`src/rtl/count_ctrl.sv`:
```
// Button front end for the board up-counter: synchronise, debounce, auto-repeat,
// and own the wrapping count register.
module count_ctrl #(
   parameter int WIDTH           = 4,
   parameter int MAX_COUNT       = 9,
   parameter int DEBOUNCE_CYCLES = 4,
   parameter int HOLD_CYCLES     = 20,
   parameter int REPEAT_CYCLES   = 8
) (
   input  logic             clk,
   input  logic             rst,
   input  logic             countup,
   input  logic             clear,
   output logic [WIDTH-1:0] count,
   output logic             inc_pulse,
   output logic             wrap,
   output logic             busy,
   output logic [2:0]       dbg_state
);

   typedef enum logic [2:0] {
      IDLE     = 3'd0,
      DB_PRESS = 3'd1,
      PRESSED  = 3'd2,
      REPEAT   = 3'd3,
      DB_REL   = 3'd4
   } state_t;

   localparam int TMAX1 = (DEBOUNCE_CYCLES > HOLD_CYCLES) ? DEBOUNCE_CYCLES : HOLD_CYCLES;
   localparam int TMAX  = (TMAX1 > REPEAT_CYCLES) ? TMAX1 : REPEAT_CYCLES;
   localparam int TW    = (TMAX > 1) ? $clog2(TMAX) : 1;

   localparam logic [TW-1:0]    T_DB   = TW'(DEBOUNCE_CYCLES - 1);
   localparam logic [TW-1:0]    T_HOLD = TW'(HOLD_CYCLES - 1);
   localparam logic [TW-1:0]    T_REP  = TW'(REPEAT_CYCLES - 1);
   localparam logic [WIDTH-1:0] C_MAX  = WIDTH'(MAX_COUNT);

   state_t          state;
   logic [TW-1:0]   timer;
   logic            cu_meta, cu_s;
   logic            cl_meta, clear_s;

   always_ff @(posedge clk or negedge rst) begin
      if (!rst) begin
         cu_meta <= 1'b0;
         cu_s    <= 1'b0;
         cl_meta <= 1'b0;
         clear_s <= 1'b0;
      end else begin
         cu_meta <= countup;
         cu_s    <= cu_meta;
         cl_meta <= clear;
         clear_s <= cl_meta;
      end
   end

   // One shared down-counter times debounce, hold-off and repeat intervals.
   always_ff @(posedge clk or negedge rst) begin
      if (!rst) begin
         state     <= IDLE;
         timer     <= '0;
         inc_pulse <= 1'b0;
      end else begin
         inc_pulse <= 1'b0;
         case (state)
            IDLE: begin
               if (cu_s) begin
                  state <= DB_PRESS;
                  timer <= T_DB;
               end
            end
            DB_PRESS: begin
               if (!cu_s) begin
                  state <= IDLE;
               end else if (timer == '0) begin
                  state     <= PRESSED;
                  inc_pulse <= 1'b1;
                  timer     <= T_HOLD;
               end else begin
                  timer <= timer - TW'(1);
               end
            end
            PRESSED: begin
               if (!cu_s) begin
                  state <= DB_REL;
                  timer <= T_DB;
               end else if (timer == '0) begin
                  state     <= REPEAT;
                  inc_pulse <= 1'b1;
                  timer     <= T_REP;
               end else begin
                  timer <= timer - TW'(1);
               end
            end
            REPEAT: begin
               if (!cu_s) begin
                  state <= DB_REL;
                  timer <= T_DB;
               end else if (timer == '0) begin
                  inc_pulse <= 1'b1;
                  timer     <= T_REP;
               end else begin
                  timer <= timer - TW'(1);
               end
            end
            DB_REL: begin
               // A re-press during release debounce restarts the hold-off without counting.
               if (cu_s) begin
                  state <= PRESSED;
                  timer <= T_HOLD;
               end else if (timer == '0) begin
                  state <= IDLE;
               end else begin
                  timer <= timer - TW'(1);
               end
            end
            default: begin
               state <= IDLE;
               timer <= '0;
            end
         endcase
      end
   end

   // Clear wins over a coincident increment; the strobe itself is unaffected.
   always_ff @(posedge clk or negedge rst) begin
      if (!rst) begin
         count <= '0;
         wrap  <= 1'b0;
      end else begin
         wrap <= 1'b0;
         if (clear_s) begin
            count <= '0;
         end else if (inc_pulse) begin
            if (count == C_MAX) begin
               count <= '0;
               wrap  <= 1'b1;
            end else begin
               count <= count + WIDTH'(1);
            end
         end
      end
   end

   assign busy      = (state != IDLE);
   assign dbg_state = state;

endmodule
```
`config.mk`:
```
export PLATFORM = sky130hd
export DESIGN_NAME = count_ctrl
export DESIGN_NICKNAME = d
export VERILOG_FILES = /design/src/rtl/count_ctrl.sv
export SDC_FILE = /design/constraint.sdc
export NUM_CORES = 1
export LEC_CHECK = 0
export ABC_CLOCK_PERIOD_IN_PS = 1700
export BUFFER_PORTS_ARGS = -buffer_cell sky130_fd_sc_hd__buf_4
export CAP_MARGIN = 10
export CORE_MARGIN = 5
export CORE_UTILIZATION = 40
export CTS_BUF_LIST = sky130_fd_sc_hd__clkbuf_4
export DETAILED_ROUTE_END_ITERATION = 10
export GPL_TIMING_DRIVEN = 0
export MAX_ROUTING_LAYER = met4
export PLACE_DENSITY_LB_ADDON = 0.08
export SLEW_MARGIN = 20
export SYNTH_ARGS = -nofsm -noshare
export SYNTH_HDL_FRONTEND = slang
export SYNTH_SLANG_ARGS = --single-unit
```
`constraint.sdc`:
```
create_clock -name clk -period 1.7 [get_ports clk]
set_input_delay 0.34 -clock clk [delete_from_list [all_inputs] [get_ports clk]]
set_output_delay 0.34 -clock clk [all_outputs]
set_load 0.05 [all_outputs]
```
==> qor_table.md <==
| Step | Metric | Reported |
| --- | --- | --- |
| synthesis | Fraction of synthesized area in multiplexers | 1.01% |
| critical path | Startpoint of the worst register-to-register path | timer[0] |
| floorplanning | Die Wd | 59.8 um |
| synthesis | Portion of the post-synthesis area used by sequential elements | 45.3% |
| power | Share of power burned in the clock network | 14.0% |
| placement | Final weighted congestion of routability-driven global placement | 0.769 |
| synthesis | Largest family of logic cells by synthesized area | simple AND/OR/NAND/NOR gates |
| global route | Global-route wire length before repair | 3420 um |
| placement | Number of port buffers | 13 |
| power | Internal Dissipation | 0.951 mW |
| floorplanning | Core area | 2430 um2 |
| route | Total DRC errors in the routed layout | 0 |
| power | Reported net switching power | 0.634 mW |
| finish | Number of antenna cells inserted | 0 |
| critical path | Buffering stage count on the worst path with inverters included | 1 |
| sta | Transition time at the pin with the least slew margin | 489 ps |
| clock network | Number of buffers inserted during clock tree synthesis | 3 |
| worst hold path | Instance count along the most critical hold path | 1 |
| route | Vias after detailed routing | 827 |
| floorplanning | FP Rows | 18 |
| sta | Unrepaired setup endpoints after global routing | true |
| sta | Highest clock rate | 536 MHz |
| finish | Fillcell total | 231 |
| critical path | Worst reg2reg setup slack | -170 ps |
| placement | Placed standard-cell area | 1140 um2 |
| power | Combinational group share of total power | 48.4% |
| floorplanning | Initial standard-cell utilization of the core | 40.8% |
| sta | Max-slew violation count | 0 |
| synthesis | Post-synthesis cell type with the largest combined area | dfrtp_1 |
| synthesis | Post-Syn Instances | 98 |
| route | Iteration-0 DRC count of the detailed router | 25 |
| finish | Synthesis-to-layout area growth | 29.5% |
| sta | Final critical-path required period | 1870 ps |
| power | Worst voltage drop across the vdd grid | 751 uV |
| clock network | Clock tree root driver cell | clkbuf_4 |
| critical path | Endpoint of the worst register-to-register path | timer[2] |
| route | Remaining number of nets flagged by the antenna check after routing | 0 |
| synthesis | Share of Yosys cell area claimed by the top area cell type | 45.3% |
| critical path | Category of cells accounting for the largest share of critical-path delay | simple AND/OR/NAND/NOR gates |
| sta | Max transition margin | 67.3% |
| clock network | CTS tree | built |
| power | Flop pwr share | 37.6% |
| flow run | Max-capacitance violation count | 0 |
| route | First-pass iteration count of the detailed router | 4 |
| global route | Overall fraction of global-route tracks in use | 13.1% |
| sta | Final critical-path setup slack | -167 ps |
| synthesis | Most common flop cell mapped by yosys | dfrtp_1 |
| critical path | Crit path capture type | flop |
| clock network | Insertion delay of the later-clocked pin in the worst-skew pair | 300 ps |
| clock network | Clock slew seen by the registers of the worst setup and hold paths | 100 ps |
| critical path | Crit path capture | timer[2] |
| floorplanning | I/O pin count | 14 |
| critical path | WS Path Type | reg2reg |
| global route | Initial antenna violation count | 0 |
| sta | Final Cycle Share | 110% |
| sta | Worst hold margin | 145 ps |
| synthesis | Yosys warning total | 0 |
| outcome | Violated checks | setup timing |
| global route | Total global routing overflow | 0 |
| synthesis | Arithmetic-cell share of the synthesized area counting full adders, half adders and majority gates | 3.78% |
| floorplanning | Total die area | 3580 um2 |
| power | Static Leakage | 0.567 nW |
| finish | Total number of nets in the final design | 130 |
| worst hold path | Type of the tightest min-delay check | in2reg |
| finish | Final standard cell area without fillers | 1290 um2 |
| route | Detailed-route wire length | 2160 um |
| critical path | Signal arrival time at the worst endpoint | 2060 ps |
| synthesis | Net count of the mapped netlist | 105 |
| finish | Fraction of final layout cells with drive strength greater than 1 | 34.4% |
| critical path | Crit path from | timer[0] |
| sta | Setup TNS | -445 ps |
| synthesis | Ranking of synthesized cells by area | dfrtp_1 (45%), a21oi_1 (4.0%), ha_1 (3.8%) |
| critical path | Critical-path cell list | inv_1 > ha_2 > or4b_4 > o41ai_4 > nor4b_1 > a21o_1 |
| synthesis | Compound-gate portion of the synthesized area | 21.5% |
| floorplanning | Vert. Die Dim | 59.8 um |
| critical path | Startpoint Class | flop |
| clock network | Number of H-tree levels | 1 |
| clock network | Count of clock tree sinks | 18 |
| critical path | Critical path depth | 6 |
| synthesis | Synth Area per Inst | 10.1 um2 |
| outcome | Run status | finished, violations left |
| synthesis | XOR/XNOR Fraction of Synth Area | 0% |
| sta | Hold Fails Final Rpt | 0 |
| critical path | Stage delay of the slowest cell on the critical path | 510 ps |
| route | Via density per instance | 5.44 |
| placement | Final HPWL DP | 1440 um |
| finish | Final design utilization | 52.9% |
| critical path | CP required | 1900 ps |
| synthesis | Simple-gate share of the synthesized area | 24.1% |
| global route | Number of global-route vias before repair | 743 |
| synthesis | Number of distinct standard cells referenced by the synthesized netlist | 39 |
| synthesis | Register bit count reported by yosys | 18 |
| sta | Setup violations, final | 4 |
| critical path | Worst-path maximum fanout | 3 |
| route | Routed wirelength normalized by instance count | 14.2 um |
| synthesis | Number of enable-type register cells in the synthesized netlist | 0 |
| sta | Max Clock Skew | 5.61 ps |
| clock network | Clock tree buffer depth | 2 |
| power | Power per standard cell area | 1230 nW/um2 |
| global route | Maximum number of pins on one net before global-route repair | 19 |
| power | Switching power share of the total | 40.0% |
| synthesis | Netlist area before placement | 993 um2 |
| critical path | Slowest library cell on the worst path | or4b_4 |
| critical path | Worst reg-to-reg path cell count | 6 |
| synthesis | Share of flip-flops with an asynchronous set or reset | 100% |
## stage by stage
stage	power, mW	worst slack, ps	cells
2_1_floorplan	1.06	-120	98
3_3_place_gp	1.20	-230	141
3_5_place_dp	1.22	-254	141
4_1_cts	1.53	-168	149
5_1_grt	1.67	-234	152
6_report	1.58	-167	152
## cell type report
cell class / count / area, um2 / area share, %
clock inverters: 1 / 3.75 / 0.292
multi-input cells: 71 / 541 / 42.0
flip-flops and latches: 18 / 454 / 35.3
repair buffers: 23 / 186 / 14.5
clock buffers: 3 / 22.5 / 1.75
well taps: 30 / 37.5 / 2.92
inverters: 3 / 11.3 / 0.875
plain buffers: 3 / 30.0 / 2.33
## worst min-delay path by stage
| stage | to | slack (ps) | from |
|---|---|---|---|
| 2_1_floorplan | cl_meta | 40 | rst |
| 3_3_place_gp | count[1] | 230 | rst |
| 3_5_place_dp | count[1] | 220 | rst |
| 4_1_cts | cu_meta | 130 | countup |
| 5_1_grt | cl_meta | 130 | clear |
| 6_report | cl_meta | 150 | clear |
## cells in the mapped netlist (2+ instances only)
cell and n:
or3_1 2, ha_1 3, nor4_1 2, dfrtp_1 18
nand2_1 8, nand3b_1 5, or3b_2 2, nor3_1 2
or4b_1 2, inv_1 3, nor2_1 4, nand2b_1 5
clkbuf_1 4, o21ai_0 5, a21oi_1 8, nor4b_1 2
## worst register-to-register path, cell delays in order, from the launching register on
cell	delay, ps
dfrtp_1	400
inv_1	60
ha_2	180
or4b_4	510
o41ai_4	370
nor4b_1	90
a21o_1	160
## state kept, by name, summed over array words and instances (netlist names)
name,count
clear_s,1
count,4
timer,5
cl_meta,1
cu_meta,1
wrap,1
dbg_state,3
inc_pulse,1
cu_s,1
## cells by family after synthesis
| group | Yosys count |
|---|---|
| and+or+nand+nor | 39 |
| adders and majority gates | 3 |
| DFF | 18 |
| muxes | 1 |
| buffers and inverters | 9 |
| AOI/OAI and AO/OA | 28 |
## layer usage
layer	share of wire, %	GRT usage, %
met1	49	16.7
met2	46	20.1
met4	0.88	3.80
met3	4.1	3.89
met5	0	-
## cells in the final DEF (no fill, tap or decap), types with 2 or more instances in the layout
cell type  netlist  layout
a21oi_1          8       8
buf_4            0      20
buf_6            1       2
buf_8            0       2
clkbuf_4         0       3
dfrtp_1         18      15
dfrtp_2          0       3
ha_1             3       2
inv_1            3       3
nand2_1          8       7
nand2b_1         5       5
nand3b_1         5       5
nor2_1           4       4
nor4b_1          2       2
o21ai_0          5       5
or3b_2           2       2
## what timing repair did
| action | 4_1_cts | 5_1_grt |
|---|---|---|
| setup buffers | 5 | 4 |
| hold buffers | 1 | 0 |
| hold endpoints to repair | 18 | 0 |
| endpoints found under the setup margin | 6 | 6 |
| resized for setup | 9 | 8 |
| pin swaps | 1 | 2 |
## power groups by stage
stage	clock network (mW)	registers (mW)	logic, mW
floorplan	0	0.650	0.413
global placement	0	0.600	0.604
detailed placement	0	0.605	0.613
CTS	0.237	0.582	0.714
global route	0.247	0.614	0.814
finish	0.222	0.596	0.766
(Power assumes the default switching activity.)
